File: config.mk
export PLATFORM = sky130hd
export DESIGN_NAME = hilo_ctrl
export DESIGN_NICKNAME = d
export VERILOG_FILES = /design/src/rtl/hilo_pkg.sv /design/src/rtl/hilo_ctrl_eng_handshake.sv /design/src/rtl/hilo_ctrl.sv
export SDC_FILE = /design/constraint.sdc
export NUM_CORES = 1
export LEC_CHECK = 0
export BUFFER_PORTS_ARGS = -buffer_cell sky130_fd_sc_hd__buf_2
export CELL_PAD_IN_SITES_DETAIL_PLACEMENT = 1
export CELL_PAD_IN_SITES_GLOBAL_PLACEMENT = 2
export CORE_ASPECT_RATIO = 0.6
export CORE_MARGIN = 2
export CORE_UTILIZATION = 29
export CTS_CLUSTER_SIZE = 25
export DETAILED_ROUTE_END_ITERATION = 12
export PLACE_DENSITY = 0.83
export SETUP_SLACK_MARGIN = 0.15
export SLEW_MARGIN = 20
export SYNTH_ARGS = -nofsm -noshare
export SYNTH_HDL_FRONTEND = slang
export SYNTH_SLANG_ARGS = --single-unit
File: constraint.sdc
create_clock -name clock -period 11.95 [get_ports clock]
set_input_delay 2.39 -clock clock [delete_from_list [all_inputs] [get_ports clock]]
set_output_delay 2.39 -clock clock [all_outputs]
set_load 0.1 [all_outputs]
File: src/rtl/hilo_pkg.sv
// Shared types for the HI/LO multiply/divide control stage.
package hilo_pkg;

  localparam int unsigned WIDTH_DEF   = 32;
  localparam int unsigned TIMEOUT_DEF = 40;
  localparam int unsigned OPC_W       = 3;

  typedef enum logic [OPC_W-1:0] {
    OP_NOP  = 3'd0,
    OP_MULT = 3'd1,
    OP_DIV  = 3'd2,
    OP_MTHI = 3'd3,
    OP_MTLO = 3'd4,
    OP_MFHI = 3'd5,
    OP_MFLO = 3'd6
  } op_code_e;

  typedef enum logic [2:0] {
    ST_IDLE,
    ST_M_ACK,
    ST_M_DONE,
    ST_D_ACK,
    ST_D_DONE
  } hilo_state_e;

  typedef enum logic [1:0] {
    ENG_IDLE,
    ENG_ACK,
    ENG_DONE
  } eng_state_e;

  // Fold the two engine sub-FSMs into the stage-level state view.
  function automatic hilo_state_e merge_state(input eng_state_e m, input eng_state_e d);
    hilo_state_e s;
    s = ST_IDLE;
    if (m == ENG_ACK)       s = ST_M_ACK;
    else if (m == ENG_DONE) s = ST_M_DONE;
    else if (d == ENG_ACK)  s = ST_D_ACK;
    else if (d == ENG_DONE) s = ST_D_DONE;
    return s;
  endfunction

endpackage

File: src/rtl/hilo_ctrl_eng_handshake.sv
// Start/fim handshake sequencer for one sequential engine, with wait-state timeout.
module eng_handshake
  import hilo_pkg::*;
#(
  parameter int unsigned TIMEOUT = TIMEOUT_DEF
) (
  input  logic       clock,
  input  logic       reset,
  input  logic       go,
  input  logic       fim,
  output logic       start_c,
  output logic       done_c,
  output logic       timeout_c,
  output eng_state_e state
);

  localparam int unsigned CNT_W = $clog2(TIMEOUT + 1);

  eng_state_e       state_q, state_d;
  logic [CNT_W-1:0] cnt_q, cnt_d;
  logic             cnt_end;

  assign cnt_end = (cnt_q == CNT_W'(TIMEOUT - 1));
  assign state   = state_q;

  always_ff @(posedge clock or posedge reset) begin
    if (reset) begin
      state_q <= ENG_IDLE;
      cnt_q   <= '0;
    end else begin
      state_q <= state_d;
      cnt_q   <= cnt_d;
    end
  end

  // Start drops as soon as fim is seen high in DONE, so the engine cannot restart.
  always_comb begin
    state_d   = state_q;
    cnt_d     = cnt_q;
    start_c   = 1'b0;
    done_c    = 1'b0;
    timeout_c = 1'b0;
    case (state_q)
      ENG_IDLE: begin
        if (go) begin
          state_d = ENG_ACK;
          cnt_d   = '0;
        end
      end
      ENG_ACK: begin
        start_c = 1'b1;
        if (!fim) begin
          state_d = ENG_DONE;
          cnt_d   = '0;
        end else if (cnt_end) begin
          timeout_c = 1'b1;
          state_d   = ENG_IDLE;
        end else begin
          cnt_d = cnt_q + CNT_W'(1);
        end
      end
      ENG_DONE: begin
        start_c = !fim;
        if (fim) begin
          done_c  = 1'b1;
          state_d = ENG_IDLE;
        end else if (cnt_end) begin
          timeout_c = 1'b1;
          state_d   = ENG_IDLE;
        end else begin
          cnt_d = cnt_q + CNT_W'(1);
        end
      end
      default: state_d = ENG_IDLE;
    endcase
  end

endmodule

File: src/rtl/hilo_ctrl.sv
// HI/LO control stage: decodes mul/div/move requests, drives engine handshakes, owns HI/LO.
module hilo_ctrl
  import hilo_pkg::*;
#(
  parameter int unsigned WIDTH   = WIDTH_DEF,
  parameter int unsigned TIMEOUT = TIMEOUT_DEF
) (
  input  logic             clock,
  input  logic             reset,
  input  logic             op_valid,
  input  logic [OPC_W-1:0] op_code,
  input  logic [WIDTH-1:0] rs_val,
  input  logic [WIDTH-1:0] rt_val,
  output logic             op_ready,
  output logic             stall,
  output logic [WIDTH-1:0] mf_data,
  output logic             mult_start,
  output logic [WIDTH-1:0] mult_op1,
  output logic [WIDTH-1:0] mult_op2,
  input  logic [WIDTH-1:0] mult_hi,
  input  logic [WIDTH-1:0] mult_lo,
  input  logic             mult_fim,
  output logic             div_start,
  output logic [WIDTH-1:0] div_op1,
  output logic [WIDTH-1:0] div_op2,
  input  logic [WIDTH-1:0] div_hi,
  input  logic [WIDTH-1:0] div_lo,
  input  logic             div_fim,
  output logic [WIDTH-1:0] hi_q,
  output logic [WIDTH-1:0] lo_q,
  output logic             busy,
  output logic             div_by_zero,
  output logic             timeout_err
);

  logic [WIDTH-1:0] hi_d, lo_d;
  logic [WIDTH-1:0] mult_op1_q, mult_op1_d, mult_op2_q, mult_op2_d;
  logic [WIDTH-1:0] div_op1_q, div_op1_d, div_op2_q, div_op2_d;
  logic             div_by_zero_q, div_by_zero_d;
  logic             timeout_err_q, timeout_err_d;

  logic        accept_c;
  op_code_e    opc_c;
  hilo_state_e state_c;
  eng_state_e  mult_state, div_state;
  logic        mult_go_c, div_go_c;
  logic        mult_done_c, div_done_c;
  logic        mult_to_c, div_to_c;

  eng_handshake #(.TIMEOUT(TIMEOUT)) u_mult_hs (
    .clock     (clock),
    .reset     (reset),
    .go        (mult_go_c),
    .fim       (mult_fim),
    .start_c   (mult_start),
    .done_c    (mult_done_c),
    .timeout_c (mult_to_c),
    .state     (mult_state)
  );

  eng_handshake #(.TIMEOUT(TIMEOUT)) u_div_hs (
    .clock     (clock),
    .reset     (reset),
    .go        (div_go_c),
    .fim       (div_fim),
    .start_c   (div_start),
    .done_c    (div_done_c),
    .timeout_c (div_to_c),
    .state     (div_state)
  );

  assign state_c  = merge_state(mult_state, div_state);
  assign op_ready = (state_c == ST_IDLE);
  assign busy     = !op_ready;
  assign stall    = op_valid && !op_ready;
  assign accept_c = op_valid && op_ready;
  assign opc_c    = op_code_e'(op_code);

  assign mult_op1    = mult_op1_q;
  assign mult_op2    = mult_op2_q;
  assign div_op1     = div_op1_q;
  assign div_op2     = div_op2_q;
  assign div_by_zero = div_by_zero_q;
  assign timeout_err = timeout_err_q;

  always_ff @(posedge clock or posedge reset) begin
    if (reset) begin
      hi_q          <= '0;
      lo_q          <= '0;
      mult_op1_q    <= '0;
      mult_op2_q    <= '0;
      div_op1_q     <= '0;
      div_op2_q     <= '0;
      div_by_zero_q <= 1'b0;
      timeout_err_q <= 1'b0;
    end else begin
      hi_q          <= hi_d;
      lo_q          <= lo_d;
      mult_op1_q    <= mult_op1_d;
      mult_op2_q    <= mult_op2_d;
      div_op1_q     <= div_op1_d;
      div_op2_q     <= div_op2_d;
      div_by_zero_q <= div_by_zero_d;
      timeout_err_q <= timeout_err_d;
    end
  end

  // Request decode; engine results land in HI/LO only on a clean done, never on abort.
  always_comb begin
    hi_d          = hi_q;
    lo_d          = lo_q;
    mult_op1_d    = mult_op1_q;
    mult_op2_d    = mult_op2_q;
    div_op1_d     = div_op1_q;
    div_op2_d     = div_op2_q;
    div_by_zero_d = div_by_zero_q;
    timeout_err_d = timeout_err_q;
    mult_go_c     = 1'b0;
    div_go_c      = 1'b0;
    mf_data       = '0;

    if (accept_c) begin
      case (opc_c)
        OP_MULT: begin
          mult_go_c  = 1'b1;
          mult_op1_d = rs_val;
          mult_op2_d = rt_val;
        end
        OP_DIV: begin
          if (rt_val == '0) begin
            div_by_zero_d = 1'b1;
          end else begin
            div_go_c  = 1'b1;
            div_op1_d = rs_val;
            div_op2_d = rt_val;
          end
        end
        OP_MTHI: hi_d    = rs_val;
        OP_MTLO: lo_d    = rs_val;
        OP_MFHI: mf_data = hi_q;
        OP_MFLO: mf_data = lo_q;
        default: ;
      endcase
    end

    if (mult_done_c) begin
      hi_d = mult_hi;
      lo_d = mult_lo;
    end
    if (div_done_c) begin
      hi_d = div_hi;
      lo_d = div_lo;
    end
    if (mult_to_c || div_to_c) timeout_err_d = 1'b1;
  end

endmodule

# ---- Word-level counts from Yosys, hierarchy flattened
# Cells that the tools add are included.
dict set report totals {
  memories 0
  word_cells 106
  inputBits 200
  romBits 0
  output_inout_bits 231
  ram_bits 0
  latchBits 0
  register_bits 210
}
dict set report classes {
  n_addsub 2
  n_eq_ne 16
  muxes 53
  bitwise 1
  reduce_logical 22
  div_mod_pow 0
  n_lt_le_gt_ge 0
  shifts 0
  n_mul 0
}
# op n
set op_table {}
lappend op_table {{32-bit 2-to-1 mux} 9}
lappend op_table {{32-bit one-hot mux with 2 select lines} 1}
lappend op_table {{6-bit 2-to-1 mux} 8}
lappend op_table {{6-bit one-hot mux with 3 select lines} 2}
lappend op_table {{32-bit logical NOT} 1}
lappend op_table {{2-bit 2-to-1 mux} 8}
lappend op_table {{1-bit 2-to-1 mux} 15}
lappend op_table {{3-bit nonzero test} 5}
lappend op_table {{6-bit by 1-bit adder with 6-bit output (second input constant)} 2}
lappend op_table {{6-bit equality test (second input constant)} 2}
lappend op_table {{3-bit 2-to-1 mux} 4}
lappend op_table {{2-bit one-hot mux with 3 select lines} 2}
lappend op_table {{3-bit AND reduction} 4}
lappend op_table {{3-bit equality test (second input constant)} 3}
lappend op_table {{2-bit != test (second input constant)} 4}
lappend op_table {{1-bit one-hot mux with 2 select lines} 4}
lappend op_table {{3-bit by 2-bit equality test with 1-bit output (second input constant)} 2}
lappend op_table {{2-bit AND reduction} 3}
lappend op_table {{2-bit by 1-bit equality test with 1-bit output (second input constant)} 2}
lappend op_table {{2-bit equality test (second input constant)} 2}
lappend op_table {{2-bit logical NOT} 2}
lappend op_table {{3-bit by 1-bit equality test with 1-bit output (second input constant)} 1}
lappend op_table {{1-bit logical NOT} 3}
lappend op_table {{3-bit logical NOT} 1}
lappend op_table {{other kinds (3)} 4}

# ---- Depth between registers and ports, before layout
dict set report logic_depth {
  depth_word 10
  depth_mapped 10
}

# ---- By module
# Synthesis repeated with hierarchy kept, for this count alone.
dict set report unflattened {
  cells_unflattened 886
  hier_area_um2 10122.2
}
# mod seq_area_each_um2 area_each_um2 cells_per_inst instances
set modules_own_cells {}
lappend modules_own_cells {hilo_ctrl 4854.7 9016.1 762 1}
lappend modules_own_cells {eng_handshake 200.2 553.0 62 2}

# ---- Worst setup path before layout
# No wires, ideal clock.
dict set report synth_timing {
  path_kind {input-to-output}
  startpoint {input op_code[0]}
  endpoint {output mf_data[10]}
  path_slack_ps 5122
  cell_stages 6
  path_buffers 2
  required_ps 9560
  t_arrival_ps 4438
  path_cell_list {inv_1 and3_1 clkbuf_1 clkbuf_1 a22oi_1 nor2_1}
}
dict set report synth_between {
  elab_chain_cells 3
  elab_cells_between_ends 4
}
# element line
set synth_rtl {}
lappend synth_rtl {{start, declared} hilo_ctrl.sv:11} ;# input logic [OPC_W-1:0] op_code,
lappend synth_rtl {{3-bit equality test} hilo_ctrl.sv:123} ;# case (opc_c)
lappend synth_rtl {{32-bit one-hot mux with 2 select lines *} hilo_ctrl.sv:123}
lappend synth_rtl {{32-bit 2-to-1 mux *} hilo_ctrl.sv:122} ;# if (accept_c) begin
lappend synth_rtl {{end, declared} hilo_ctrl.sv:16} ;# output logic [WIDTH-1:0] mf_data,
# Mark *: on every way between the ends. The rest lies on a longest branch, timed or not.

# ---- Final worst setup path
dict set report layout_timing {
  startpoint {input op_code[1]}
  endpoint {output mf_data[31]}
}
# The elaborated chain is that of the path after synthesis.

==> results.tsv <==
metric	value	unit
rrSetupSlack	8.23	ns
crit_type	in -> out	
slew_headroom	29.4	%
chipWidth	246	microns
grt_overflow	0	
grt_max_degree	79	
yosysMostFrequentCell	nand2_1	
worstHoldPathType	reg -> reg	
fin_nets	1778	
placementRows	53	
min_period_over_period	56.9	%
cts_tree	yes	
worstReg2RegEnd	lo_q[7]	
ys_types	52	
synthTopCellsByArea	dfrtp_1 52%, nand2_1 17%, nor2_1 2.6%	
clk_pin_slew	0.06	ns
startpoint_type	input port	
critPathRequiredTime	9.56	ns
synth_cells	1173	
avgSynthCellArea	8.67	sq um
rsz0062_at_grt	false	
report.final.slew_viol_count	0	
routedWlPerCell	21.2	microns
worst_slew_pin_slew	1.06	ns
rr_startpoint	u_div_hs.state[1]	
drt_iter0_drc	653	
cts.path.max_buffers	3	
crit_path_max_fanout	32	
min_from	div_op2[11]	
synth_nets	1385	
cts_buffers	23	
cap_viol_max_count	0	
setup_violations	0	
vias	10000	
dr.pass1.iters	5	
fmax	0.147	GHz
die_y	149	microns
skew	0.0185	ns
ctsResizeCount	0	
ys_seq_area_share	51.7	%
layout_min_cycle_time	6.80	ns
final.setup.tns	0	ns
status	finished, final reports clean	
wl	43500	microns
coreArea	0.0347	sq mm
hold_ws	0.464	ns
synth_top_area_share	51.7	%
via_per_inst	4.89	
cp-end-kind	output pin	
synth_edf_count	0	
synth_top_family_by_area	simple AND/OR/NAND/NOR gates	
dp_hpwl	31600	microns
htreeDepth	1	
postCtsHoldBufs	0	
cts.sinks	210	
port_buffers	430	
synth-seq-cells	210	
io_pins	431	
antenna_found_initial	6	
async_flop_share	100	%
synthXorXnorAreaFrac	0	%
clock_latency	0.53	ns
synth_compound_area_share	14.1	%
final_antenna_net_count	0	
synth_area	0.0102	sq mm
crit_arrival	4.41	ns
gp_congestion	0.840	
drive_above_1_share	32.4	%
grt_pass1_wl	64800	microns
hold_viol_final	0	
yosysTopAreaCell	dfrtp_1	
root_buffer	clkbuf_16	
track_usage	23.3	%
synth_fa_ha_area_share	1.48	%
start_util	29.3	%
grt_pass1_vias	10300	
yosys-top-cells-count	460 x nand2_1, 210 x dfrtp_1, 71 x nor2_1, 55 x clkbuf_1, 39 x o21ai_0	
hold_depth	2	
worst_hold_path.endpoint	div_op2[11]	
post-cts-setup-buffer-count	0	
area_delta_synth_final	31.8	%
synth_flop_cell	dfrtp_1	
dieArea	0.0366	sq mm
synthSimpleGateAreaFrac	25.0	%
ff2ff_path_depth	8	
drc	0	
ys.warnings.count	0	
synth.mux.area_fraction	3.64	%
[layer usage]
metal  GRT usage, %  wire [microns]  up-vias
met5              0               8        -
met4           7.48            1210        2
met3           4.03            2310       61
met2           37.1           20400      281
met1           32.1           19600     5008
li1               -               -     4691
[critical path, cell delays in order]
cell and delay, ns:
buf_2 0.15, nand2b_1 0.24, nor2_4 0.79, a22oi_1 0.15, nor2_1 0.18, buf_2 0.47
[metrics by stage]
step                instances  util (%)  setup WS (ns)  area [sq um]
floorplan                1173         -           3.82         10200
global placement         2008      36.5           5.26         12700
detailed placement       2008      36.5           5.15         12700
CTS                      2045      38.5           5.15         13400
global route             2049      38.5           5.03         13400
finish                   2052      38.5           5.15         13400
[final cells by class]
type / instances / area [sq um]
Fill cell: 4259 / 21400
Clock buffer: 32 / 639
Antenna cell: 7 / 17.5
Inverter: 19 / 78.8
Multi-Input combinational cell: 870 / 4520
Clock inverter: 5 / 52.6
Timing Repair Buffer: 442 / 2240
Tap cell: 467 / 584
Sequential cell: 210 / 5260
[flip-flops by register name, indices dropped and copies added (netlist names)]
name / flops
mult_op1: 32
mult_op2: 32
hi_q: 32
u_mult_hs.state: 2
div_op1: 32
div_by_zero: 1
div_op2: 32
u_div_hs.state: 2
lo_q: 32
u_div_hs.cnt_q: 6
timeout_err: 1
u_mult_hs.cnt_q: 6
[kinds of logic after synthesis]
| group | after synthesis |
|---|---|
| flops | 210 |
| mux | 33 |
| compound gates | 207 |
| fa+ha+maj | 12 |
| buf+inv | 93 |
| simple gates | 618 |
[cells in the final DEF, fill, tap and decap left out, types with 13 or more instances in the layout]
master	instances
nand2_1	460
buf_2	430
dfrtp_1	210
nor2_1	70
o21ai_0	39
a21oi_1	37
o31ai_1	34
and2_1	33
a211oi_1	32
a22oi_1	32
clkbuf_16	23
mux2_2	22
inv_1	18
nand3_1	13
[how the worst max path moves through the flow]
stage,startpoint,endpoint,depth (start not counted)
floorplan,reset,div_by_zero,1
global placement,op_code[1],mf_data[16],6
detailed placement,op_code[1],mf_data[4],6
CTS,op_code[1],mf_data[4],6
global route,op_code[1],mf_data[28],6
finish,op_code[1],mf_data[31],6
Power is not shown: default switching activity piles up to over one toggle a cycle in this logic, so the estimate is an artifact.
